==> config.mk <==
export PLATFORM = sky130hd
export DESIGN_NAME = fifo_stat_flat
export DESIGN_NICKNAME = d
export VERILOG_FILES = /design/src/rtl/fifo_stat_if.sv /design/src/rtl/fifo_stat.sv /design/src/flat_wrapper.sv
export SDC_FILE = /design/constraint.sdc
export NUM_CORES = 1
export LEC_CHECK = 0
export BUFFER_PORTS_ARGS = -buffer_cell sky130_fd_sc_hd__buf_4
export CORE_AREA = 10 10 148 123
export DETAILED_ROUTE_END_ITERATION = 10
export DIE_AREA = 0 0 158 133
export GPL_TIMING_DRIVEN = 0
export PLACE_DENSITY = 0.54
export SYNTH_ARGS = -nofsm -noshare
export SYNTH_HDL_FRONTEND = slang
export SYNTH_SLANG_ARGS = --single-unit
export TNS_END_PERCENT = 20
==> constraint.sdc <==
create_clock -name clk -period 4.6 [get_ports clk]
set_clock_uncertainty 0.05 [all_clocks]
set_input_delay 0.23 -clock clk [delete_from_list [all_inputs] [get_ports clk]]
set_output_delay 0.23 -clock clk [all_outputs]
set_load 0.1 [all_outputs]
==> src/rtl/fifo_stat_if.sv <==
// Handshake and status bundle between a FIFO user and fifo_stat.
// master drives push/pop/flush; slave (the FIFO) drives data and status.
interface fifo_stat_if #(
  parameter int DATA_W = 8,
  parameter int ADDR_W = 4
);
  logic              clr;
  logic              wr;
  logic [DATA_W-1:0] wr_data;
  logic              rd;
  logic [DATA_W-1:0] rd_data;
  logic              full;
  logic              empty;
  logic              almost_full;
  logic              almost_empty;
  logic [ADDR_W:0]   count;
  logic              ovf;
  logic              udf;

  modport master (
    output clr, wr, wr_data, rd,
    input  rd_data, full, empty, almost_full, almost_empty, count, ovf, udf
  );

  modport slave (
    input  clr, wr, wr_data, rd,
    output rd_data, full, empty, almost_full, almost_empty, count, ovf, udf
  );
endinterface

==> src/rtl/fifo_stat.sv <==
// Synchronous show-ahead FIFO with occupancy count, almost flags and
// sticky overflow/underflow flags.
module fifo_stat #(
  parameter int DATA_W = 8,
  parameter int ADDR_W = 4,
  parameter int AF_LVL = 12,
  parameter int AE_LVL = 4
) (
  input  logic        clk,
  input  logic        reset_n,
  fifo_stat_if.slave  bus
);
  localparam logic [ADDR_W:0] AF_C = AF_LVL[ADDR_W:0];
  localparam logic [ADDR_W:0] AE_C = AE_LVL[ADDR_W:0];

  logic [DATA_W-1:0] r_mem [2**ADDR_W];
  logic [ADDR_W-1:0] r_wr_ptr;
  logic [ADDR_W-1:0] r_rd_ptr;
  logic [ADDR_W:0]   r_count;
  logic              r_ovf;
  logic              r_udf;

  logic w_full;
  logic w_empty;
  logic w_do_wr;
  logic w_do_rd;
  logic w_set_ovf;
  logic w_set_udf;

  // count never exceeds 2**ADDR_W, so its MSB alone marks full
  assign w_full  = r_count[ADDR_W];
  assign w_empty = (r_count == '0);

  // When full, a simultaneous pop frees the slot the push lands in
  assign w_do_wr   = ~bus.clr & bus.wr & (~w_full | bus.rd);
  assign w_do_rd   = ~bus.clr & bus.rd & ~w_empty;
  assign w_set_ovf = ~bus.clr & bus.wr & ~bus.rd & w_full;
  assign w_set_udf = ~bus.clr & bus.rd & w_empty;

  always_ff @(posedge clk) begin
    if (w_do_wr) begin
      r_mem[r_wr_ptr] <= bus.wr_data;
    end
  end

  always_ff @(posedge clk or negedge reset_n) begin
    if (!reset_n) begin
      r_wr_ptr <= '0;
      r_rd_ptr <= '0;
      r_count  <= '0;
      r_ovf    <= 1'b0;
      r_udf    <= 1'b0;
    end else if (bus.clr) begin
      r_wr_ptr <= '0;
      r_rd_ptr <= '0;
      r_count  <= '0;
      r_ovf    <= 1'b0;
      r_udf    <= 1'b0;
    end else begin
      if (w_do_wr) r_wr_ptr <= r_wr_ptr + ADDR_W'(1);
      if (w_do_rd) r_rd_ptr <= r_rd_ptr + ADDR_W'(1);
      case ({w_do_wr, w_do_rd})
        2'b10:   r_count <= r_count + (ADDR_W+1)'(1);
        2'b01:   r_count <= r_count - (ADDR_W+1)'(1);
        default: r_count <= r_count;
      endcase
      if (w_set_ovf) r_ovf <= 1'b1;
      if (w_set_udf) r_udf <= 1'b1;
    end
  end

  assign bus.rd_data      = w_empty ? '0 : r_mem[r_rd_ptr];
  assign bus.full         = w_full;
  assign bus.empty        = w_empty;
  assign bus.almost_full  = (r_count >= AF_C);
  assign bus.almost_empty = (r_count <= AE_C);
  assign bus.count        = r_count;
  assign bus.ovf          = r_ovf;
  assign bus.udf          = r_udf;
endmodule

==> src/flat_wrapper.sv <==
// flat-port wrapper written by rule: the top's interface ports become plain ports
module fifo_stat_flat 
#(
  parameter int DATA_W = 8,
  parameter int ADDR_W = 4,
  parameter int AF_LVL = 12,
  parameter int AE_LVL = 4
)
  (clk, reset_n, bus_clr, bus_wr, bus_wr_data, bus_rd, bus_rd_data, bus_full, bus_empty, bus_almost_full, bus_almost_empty, bus_count, bus_ovf, bus_udf);
  fifo_stat_if #(.DATA_W(DATA_W), .ADDR_W(ADDR_W)) bus_i ();
  input  logic clk;
  input  logic reset_n;
  input wire logic [$bits(bus_i.clr)-1:0] bus_clr;
  input wire logic [$bits(bus_i.wr)-1:0] bus_wr;
  input wire logic [$bits(bus_i.wr_data)-1:0] bus_wr_data;
  input wire logic [$bits(bus_i.rd)-1:0] bus_rd;
  output wire logic [$bits(bus_i.rd_data)-1:0] bus_rd_data;
  output wire logic [$bits(bus_i.full)-1:0] bus_full;
  output wire logic [$bits(bus_i.empty)-1:0] bus_empty;
  output wire logic [$bits(bus_i.almost_full)-1:0] bus_almost_full;
  output wire logic [$bits(bus_i.almost_empty)-1:0] bus_almost_empty;
  output wire logic [$bits(bus_i.count)-1:0] bus_count;
  output wire logic [$bits(bus_i.ovf)-1:0] bus_ovf;
  output wire logic [$bits(bus_i.udf)-1:0] bus_udf;
  assign bus_i.clr = bus_clr;
  assign bus_i.wr = bus_wr;
  assign bus_i.wr_data = bus_wr_data;
  assign bus_i.rd = bus_rd;
  assign bus_rd_data = bus_i.rd_data;
  assign bus_full = bus_i.full;
  assign bus_empty = bus_i.empty;
  assign bus_almost_full = bus_i.almost_full;
  assign bus_almost_empty = bus_i.almost_empty;
  assign bus_count = bus_i.count;
  assign bus_ovf = bus_i.ovf;
  assign bus_udf = bus_i.udf;
  fifo_stat #(.DATA_W(DATA_W), .ADDR_W(ADDR_W), .AF_LVL(AF_LVL), .AE_LVL(AE_LVL)) u_core (.clk(clk), .reset_n(reset_n), .bus(bus_i));
endmodule
# [Word level (Yosys, flattened, before mapping)]
# Memory sizes are Yosys's and may differ from the RTL's.
# Index checks and enable logic that the tools add are counted.
[op_classes] add_sub_neg=4 mux=13 reduce_logical=6 bitwise=12 n_mul=0 n_shift=0 div_mod_pow=0 n_lt_le_gt_ge=2 n_eq_ne=2
[ops] cell="$mux 4" n=4
[ops] cell="$pmux 5 s2" n=1
[ops] cell="$add 4x1->4 const B" n=2
[ops] cell="$mux 8" n=1
[ops] cell="$reduce_bool 2->1" n=4
[ops] cell="$and 1x1->1" n=7
[ops] cell="$mux 1" n=6
[ops] cell="$add 5x1->5 const B" n=1
[ops] cell="$ge 5x4->1 const B" n=1
[ops] cell="$le 5x3->1 const B" n=1
[ops] cell="$logic_not 5->1" n=1
[ops] cell="$mux 5" n=1
[ops] cell="$sub 5x1->5 const B" n=1
[ops] cell="$not 1->1" n=4
[ops] cell="$reduce_bool 3->1" n=1
[ops] cell="$eq 2x1->1 const B" n=1
[ops] cell="$eq 2x2->1 const B" n=1
[ops] cell="$or 1x1->1" n=1
[totals] ramBits=128 input_bits=13 latch_bits=0 mem_bits_ro=0 mem_count=1 ff_bits=15 wordCells=45 output_inout_bits=19
[memory_table] memory="u_core.r_mem" words=16 word_bits=8 read_ports=1 rd_ports_with_merged_regs=0 wr=1 line_no="fifo_stat.sv:16" text="logic [DATA_W-1:0] r_mem [2**ADDR_W];"

# [Longest topological paths before layout]
# Gate-level depths: netlist (run 1).
[depth] ltp_word=6 depth_mapped=11 mapped_depth_nobuf=10

# [Worst setup path before layout (run 1)]
# OpenSTA, ideal clock, no wires.
[synth_path] kind="reg-to-output" startpoint="register u_core.r_count[1] (netlist: u_core.bus.count[1])" endpoint="output port bus_almost_empty" arrival_ns=3.262 path_stages_with_launch=4 t_required_ns=4.320 path_slack_ns=1.058 cell_sequence="dfrtp_1 > clkbuf_8 > o21a_1 > nor3_1"
[synth_between] elab_chain_len=1
[synth_lines] element="start: declaration" line_no="fifo_stat.sv:19" text="logic [ADDR_W:0] r_count;"
[synth_lines] element="start signal: assignment" line_no="fifo_stat.sv:63" text="2'b10: r_count <= r_count + (ADDR_W+1)'(1);"
[synth_lines] element="start signal: assignment" line_no="fifo_stat.sv:64" text="2'b01: r_count <= r_count - (ADDR_W+1)'(1);"
[synth_lines] element="start signal: assignment" line_no="fifo_stat.sv:65" text="default: r_count <= r_count;"
[synth_lines] element="$le 5x3->1" line_no="fifo_stat.sv:76" text="assign bus.almost_empty = (r_count <= AE_C);"
[synth_lines] element="end: declaration" line_no="flat_wrapper.sv:21" text="output wire logic [$bits(bus_i.almost_empty)-1:0] bus_almost_empty;"
# Every way passes these cells.

# [Worst setup path after layout (run 1)]
[layout_path] startpoint="register u_core.r_rd_ptr[1]" endpoint="output port bus_rd_data[1]"
[layout_between] elab_chain_len=2
[layout_lines] element="start: declaration" line_no="fifo_stat.sv:18" text="logic [ADDR_W-1:0] r_rd_ptr;"
[layout_lines] element="start signal: assignment" line_no="fifo_stat.sv:61" text="if (w_do_rd) r_rd_ptr <= r_rd_ptr + ADDR_W'(1);"
[layout_lines] element="$mem_v2 16x8"
[layout_lines] element="$mux 8" line_no="fifo_stat.sv:72" text="assign bus.rd_data = w_empty ? '0 : r_mem[r_rd_ptr];"
[layout_lines] element="end: declaration" line_no="flat_wrapper.sv:17" text="output wire logic [$bits(bus_i.rd_data)-1:0] bus_rd_data;"
# Every way passes these cells.

==> metrics.yaml, run 1 <==
status: "complete, no violations"
grt_max_degree: 17
drive_above_1_share_pct: 32.1
synth_top_area_cell: "edfxtp_1"
start_util_pct: 38.9
hold_depth: 1
grt_util_met1_pct: 18.9
grt_pass1_vias: 3175
syn-num-nets: 336
crit_family: "buffers and inverters"
arrival_ns: 3.10
first_pass_iters: 4
io_pins: 32
dpl.cell_count: 543
worst_slew_pin_slew_ns: 0.778
die_w_um: 158
syn-instance-count: 316
timing.final.max_slew_violations: 0
max_clock_freq_ghz: 0.296
avgRoutedWirePerCell_um: 22.1
yosysWarnings: 0
netlist_area_um2: 5970
die-area_um2: 21000
worstSetupEndpointType: "output pin"
setup_tns_ns: 0
cts_setup_buffers: 0
period_share_pct: 73.4
cts_buffer_depth: 2
ir_drop_mv: 0.272
critPathMaxStageDelay_ns: 0.63
grt_antenna_before_repair: 0
port_buffers: 31
cts_sinks: 143
synthFlopType: "edfxtp_1"
drc: 0
root_buffer: "clkbuf_16"
synth_area_leaders: "edfxtp_1 64%, mux4_2 15%, dfrtp_1 6.3%"
h-tree-depth: 4
relSlewSlack_pct: 47.9
fin_nets: 390
power.density_nw_per_um2: 624
start_kind: "flip-flop"
met2_usage_pct: 17.8
cp.required_ns: 4.32
via_count: 3067
reg2regPathDepth: 11
overflow: 0
fin_util_pct: 46.4
worst-path-buf-inv: 3
cts_tree: "built"
cp_max_fo: 10
min_path_type: "input port to flip-flop"
layout_common_cells: "128 x edfxtp_1, 40 x mux4_2, 34 x buf_4"
grt_pass1_wl_mm: 19.8
syn_avg_cell_area_um2: 18.9
grt_use_met3_pct: 3.85
coreArea_um2: 15300
grt-busiest-layer: "met1"
async_flop_share_pct: 10.5
synth-seq-cells: 143
vias_per_cell: 5.32
grt_setup_unrepaired: "false"
dp_hpwl_mm: 8.54
hold_violations: 0
postRouteWirelength_mm: 12.7
numCtsBuffers: 17
clk_latency_ns: 0.42
crit_type: "flip-flop to output pin"
setup_viol: 0
fillers: 1294
slowest_stage: "clkbuf_1"
place_congestion: 0.781
drt_iter0_drc: 264
areaGrowthSynthToFinish_pct: 19.2
ys_seq_area_share_pct: 70.7
antenna_cells: 0
totalPowerFinal_mw: 4.44
crit_path_cell_trace: "clkbuf_1 > clkbuf_1 > mux4_2 > mux4_2 > nor2b_1 > buf_4"
drtAntennaViolNets: 0
synth_cell_types: 40
cap_violations: 0
row_count: 41
fp.dieH_um: 133
synth-edff-count: 128
fin_crit_ns: 3.38
track_usage_pct: 13.0
clk_pin_slew_ns: 0.06
whs_ns: 0.0695
netlist.area_leader.share_pct: 64.4
leakage_nw: 2.44
final_cells: 576
final_common_cell: "edfxtp_1"
cts_resized: 0
worst-path-stages: 6
-- registers in the layout, indices dropped and copies added, names as in the netlist --
register,flops
u_core.r_wr_ptr,4
u_core.bus.udf,1
u_core.r_rd_ptr,4
u_core.r_mem,128
u_core.bus.ovf,1
u_core.bus.count,5
-- logic make-up after synthesis --
kind of cell	after synthesis	share of synthesized area, %
adders and majority gates	7	1.47
AOI/OAI and AO/OA	17	2.01
muxes	43	15.6
and+or+nand+nor	73	6.62
buffers and inverters	26	2.56
xor gates and xnor gates	7	1.03
DFF	143	70.7
-- layer usage --
| metal | wire [um] | up-vias |
|---|---|---|
| li1 | - | 1380 |
| met1 | 6350 | 1630 |
| met2 | 5760 | 44 |
| met3 | 476 | 13 |
| met4 | 148 | 0 |
| met5 | 0 | - |
-- path summary, 6_finish.rpt --
check,startpoint,end,slack [ns]
hold reg to reg,u_core.bus.ovf$_DFFE_PN0P_,u_core.bus.ovf$_DFFE_PN0P_,0.47
setup / recovery,u_core.r_rd_ptr[1]$_DFFE_PN0P_,bus_rd_data[1],1.22
setup reg to reg,u_core.bus.count[4]$_DFFE_PN0P_,u_core.bus.count[4]$_DFFE_PN0P_,1.34
min in group asynchronous,reset_n,u_core.bus.count[4]$_DFFE_PN0P_,0.16
hold / removal,bus_wr_data[6],u_core.r_mem[12][6]$_DFFE_PP_,0.07
max in group asynchronous,reset_n,u_core.r_rd_ptr[1]$_DFFE_PN0P_,4.16
-- through the flow --
step,cell area (um^2),setup slack [ns]
finish,7120,1.22
floorplan,5970,1.06
detailed placement,6490,1.37
global placement,6440,1.36
global route,7120,1.08
CTS,7120,1.19
-- Yosys cell counts, types with 5 or more instances --
cell type / instances
inv_1: 7
dfrtp_1: 15
edfxtp_1: 128
nand2_1: 10
nor2_1: 20
clkbuf_1: 5
and3_1: 12
nor2b_1: 10
buf_6: 5
nor3_1: 7
mux4_2: 40
ha_1: 7
-- report_power, final --
part           internal (mW)  total [mW]  switching [mW]
Sequential              1.45        1.48          0.0297
Clock                  0.906        1.44           0.533
Combinational          0.480        1.52            1.04
-- what timing repair did --
item	4_1_cts	5_1_grt
hold endpoints to repair	15	0
hold buffers	1	0
endpoints found under the setup margin	0	0
-- worst register-to-register path, cell delays in order (launching register included) --
cell     delay, ns
dfrtp_1       0.40
buf_6         0.15
or4_4         0.57
nor2_1        0.28
nor2_1        0.13
xnor2_1       0.14
ha_1          0.25
nor3_1        0.18
nor2_1        0.05
or4_1         0.39
a31oi_1       0.20
mux2_1        0.35
-- layout make-up --
class	instances	area, um^2	share of cell area, %
sequential	143	4220	59.3
multi-input combinational	147	1610	22.7
tap	193	241	3.39
clock inverter	14	191	2.69
inverter	7	26.3	0.369
timing repair buffer	35	269	3.78
clock buffer	18	429	6.03
buffer	19	126	1.78
Note: power is estimated with default switching activity, not from simulation.
==> inputs of run 2 (changes only) <==
--- a/config.mk
+++ b/config.mk
@@ -5,10 +5,11 @@
 export SDC_FILE = /design/constraint.sdc
 export NUM_CORES = 1
 export LEC_CHECK = 0
+export ABC_AREA = 1
 export BUFFER_PORTS_ARGS = -buffer_cell sky130_fd_sc_hd__buf_4
-export CORE_AREA = 10 10 148 123
+export CORE_AREA = 10 10 149 124
 export DETAILED_ROUTE_END_ITERATION = 10
-export DIE_AREA = 0 0 158 133
+export DIE_AREA = 0 0 159 134
 export GPL_TIMING_DRIVEN = 0
 export PLACE_DENSITY = 0.54
 export SYNTH_ARGS = -nofsm -noshare
==> constraint.sdc (replaced) <==
create_clock -name clk -period 3.2 [get_ports clk]
set_clock_uncertainty 0.05 [all_clocks]
set_input_delay 0.16 -clock clk [delete_from_list [all_inputs] [get_ports clk]]
set_output_delay 0.16 -clock clk [all_outputs]
set_load 0.1 [all_outputs]
==> run 2 against run 1 <==
Compared with the run above:
- count of clock-buffer cells in the layout shrank 1
- routed wire length grew 13%
- setup slack lost 0.81 ns
- clock power grew 31%
- sequential cell count is the same
- synthesized cell count grew 52%
- combinational power grew 51%
- design area grew 0.91%
- first-iteration DRC count grew 14%
- die area grew 1.4%
- sequential share of layout area shrank 0.54 points
- via count grew 27%
- largest cell class unchanged
- largest power group unchanged
- highest routed layer unchanged
==> metrics.yaml, run 2 <==
cts_setup_buffers: 0  # unchanged
synthFlopType: "edfxtp_1"  # unchanged
combPwrFrac_pct: 35.9  # was 34.3%
fp.dieH_um: 134  # was 133 um
synth_top_area_cell: "edfxtp_1"  # unchanged
dp_slack_ns: 0.892  # was 1.37 ns
power.density_nw_per_um2: 887  # was 624 nW/um^2
postRouteWirelength_mm: 14.4  # was 12.7 mm
first_pass_iters: 5  # was 4
synth_most_common_cell: "edfxtp_1"  # unchanged
crit_path_cell_trace: "clkinv_1 > clkbuf_1 > o21ai_0 > o22ai_1 > nand2_1 > o211ai_1 > nand2_1 > nor2_1 > buf_4"  # was clkbuf_1 > clkbuf_1 > mux4_2 > mux4_2 > nor2b_1 > buf_4
cts_resized: 0  # unchanged
die-area_um2: 21300  # was 21,000 um^2
syn_avg_cell_area_um2: 12.6  # was 18.9 um^2
start_kind: "flip-flop"  # unchanged
coreArea_um2: 15400  # was 15,300 um^2
die_w_um: 159  # was 158 um
worst_slew_pin_slew_ns: 0.864  # was 0.778 ns
cp.required_ns: 2.99  # was 4.32 ns
cts_buffer_depth: 2  # unchanged
timing.final.max_slew_violations: 0  # unchanged
cp_max_fo: 10  # unchanged
cap_violations: 0  # unchanged
hold_depth: 1  # unchanged
period_share_pct: 87.2
relSlewSlack_pct: 42.2  # was 47.9%
drive_above_1_share_pct: 18.1  # was 32.1%
grt_setup_unrepaired: "false"  # unchanged
dp_hpwl_mm: 9.63  # was 8.54 mm
largest_reg_flops: 128  # unchanged
yosysWarnings: 0  # unchanged
ir_drop_mv: 1.41  # was 0.272 mV
ys_top_cells_by_count: "128 x edfxtp_1, 87 x nand2_1, 57 x nor2_1, 28 x a21oi_1, 24 x mux2i_1"  # was 128 x edfxtp_1, 40 x mux4_2, 20 x nor2_1, 15 x dfrtp_1, 12 x and3_1
h-tree-depth: 4  # unchanged
antenna_cells: 0  # unchanged
cts_sinks: 143  # unchanged
worst-path-stages: 9  # was 6
crit_path_frequent_cell: "nand2_1"
fin_nets: 554  # was 390
grt_pass1_wl_mm: 22.0  # was 19.8 mm
crit_type: "flip-flop to output pin"  # unchanged
cts_hold_buf: 4  # was 1
avgRoutedWirePerCell_um: 18.9  # was 22.1 um
synth_area_leaders: "edfxtp_1 63%, dfrtp_1 6.2%, nand2_1 5.4%"  # was edfxtp_1 64%, mux4_2 15%, dfrtp_1 6.3%
synth-seq-cells: 143  # unchanged
setup_viol: 0  # unchanged
drt_iter0_drc: 300  # was 264
syn-instance-count: 480  # was 316
max_clock_freq_ghz: 0.358
worstSetupEndpointType: "output pin"  # unchanged
fin_crit_ns: 2.79
via_count: 3899  # was 3,067
track_usage_pct: 13.6  # was 13.0%
synth-edff-count: 128  # unchanged
layout_common_cells: "128 x edfxtp_1, 87 x nand2_1, 57 x nor2_1"  # was 128 x edfxtp_1, 40 x mux4_2, 34 x buf_4
row_count: 41  # unchanged
cts_tree: "built"  # unchanged
grt_pass1_vias: 3837  # was 3,175
clk_pin_slew_ns: 0.06  # about the same
clk_latency_ns: 0.42  # about the same
reg2regPathDepth: 5  # was 11
start_util_pct: 39.3  # was 38.9%
crit_family: "buffers and inverters"  # unchanged
overflow: 0  # unchanged
slowest_stage: "dfrtp_1"  # was clkbuf_1
drtAntennaViolNets: 0  # unchanged
place_congestion: 0.776  # was 0.781
root_buffer: "clkbuf_16"  # unchanged
arrival_ns: 2.58  # was 3.10 ns
ys_seq_area_share_pct: 69.5  # was 70.7%
power_switching_share_pct: 40.0  # was 36.1%
intPower_mw: 3.82  # was 2.84 mW
syn-num-nets: 500  # was 336
numCtsBuffers: 17  # unchanged
drc: 0  # unchanged
synth_cell_types: 35  # was 40
io_pins: 32  # unchanged
areaGrowthSynthToFinish_pct: 18.4  # was 19.2%
p_seq_share_pct: 34.4  # was 33.3%
finalWorstSetupSlack_ns: 0.410  # was 1.22 ns
power.switching_mw: 2.55  # was 1.60 mW
critPathMaxStageDelay_ns: 0.40  # was 0.63 ns
worst-path-buf-inv: 3  # unchanged
hold_violations: 0  # unchanged
netlist_area_um2: 6070  # was 5970 um^2
min_path_type: "input port to flip-flop"  # unchanged
final_common_cell: "edfxtp_1"  # unchanged
netlist.area_leader.share_pct: 63.4  # was 64.4%
grt_antenna_before_repair: 0  # unchanged
p_clk_share_pct: 29.7  # was 32.4%
setup_tns_ns: 0  # unchanged
leakage_nw: 2.71  # was 2.44 nW
status: "complete, no violations"  # unchanged
vias_per_cell: 5.12  # was 5.32
regMostFlops: "u_core.r_mem"  # unchanged
grt_max_degree: 17  # unchanged
port_buffers: 31  # unchanged
async_flop_share_pct: 10.5  # unchanged
[run 2: path summary, 6_finish.rpt]
path	from	endpoint	slack [ns]
min in group asynchronous	reset_n	u_core.bus.count[3]$_DFFE_PN0P_	0.10
min reg2reg	u_core.bus.ovf$_DFFE_PN0P_	u_core.bus.ovf$_DFFE_PN0P_	0.45
max reg2reg	u_core.bus.count[4]$_DFFE_PN0P_	u_core.r_mem[11][5]$_DFFE_PP_	1.00
max in group asynchronous	reset_n	u_core.r_rd_ptr[1]$_DFFE_PN0P_	2.82
max	u_core.r_rd_ptr[0]$_DFFE_PN0P_	bus_rd_data[2]	0.41
min	bus_wr_data[1]	u_core.r_mem[4][1]$_DFFE_PP_	0.05
[run 2: power groups by stage]
stage,combinational (mW),clock [mW],sequential [mW]
after detailed placement,2.28,0,2.23
after global placement,2.27,0,2.22
after CTS,2.30,1.92,2.19
final,2.29,1.89,2.19
after floorplan,1.54,0,2.40
after global routing,2.43,2.01,2.20
[run 2: through the flow]
| step | instance area (um^2) | power [mW] | utilization (%) | std cells | hold WS [ns] |
|---|---|---|---|---|---|
| final | 7180 | 6.37 | 46.5 | 762 | 0.0455 |
| after global routing | 7180 | 6.64 | 46.5 | 762 | 0.0290 |
| after CTS | 7180 | 6.40 | 46.5 | 762 | 0.0261 |
| after detailed placement | 6570 | 4.51 | 42.5 | 726 | -0.0169 |
| after global placement | 6570 | 4.49 | 42.5 | 726 | -0.0180 |
| after floorplan | 6070 | 3.95 | - | 480 | -0.186 |
[run 2: routing by layer]
layer	wire (um)	vias up	share of wire (%)	GRT usage [%]
met1	6640	1929	46	17.5
met4	229	0	1.6	4.98
met3	911	18	6.3	4.50
li1	-	1842	-	-
met5	0	-	0	0
met2	6640	110	46	21.1
[run 2: final cells by class]
type	instances	area, um^2
Buffer	19	105
Clock buffer	17	425
Clock inverter	15	148
Fill cell	1368	8260
Inverter	27	104
Multi-Input combinational cell	291	1640
Sequential cell	143	4220
Tap cell	215	269
Timing Repair Buffer	35	273
[run 2: worst register-to-register path: stages (launching register included)]
cell,delay (ns)
dfrtp_1,0.51
nand2_2,0.15
nand2_4,0.10
inv_4,0.11
nand2_1,0.21
nor2_1,0.69
[run 2: cell families (layout without fill, tap and decap cells)]
group	after synthesis	in the layout	synth area share, %
compound gates	90	90	9.38
xor+xnor	3	3	0.433
fa+ha+maj	7	7	1.44
buf+inv	46	113	3.44
flops	143	143	69.5
mux	24	24	3.96
simple gates	167	167	11.8
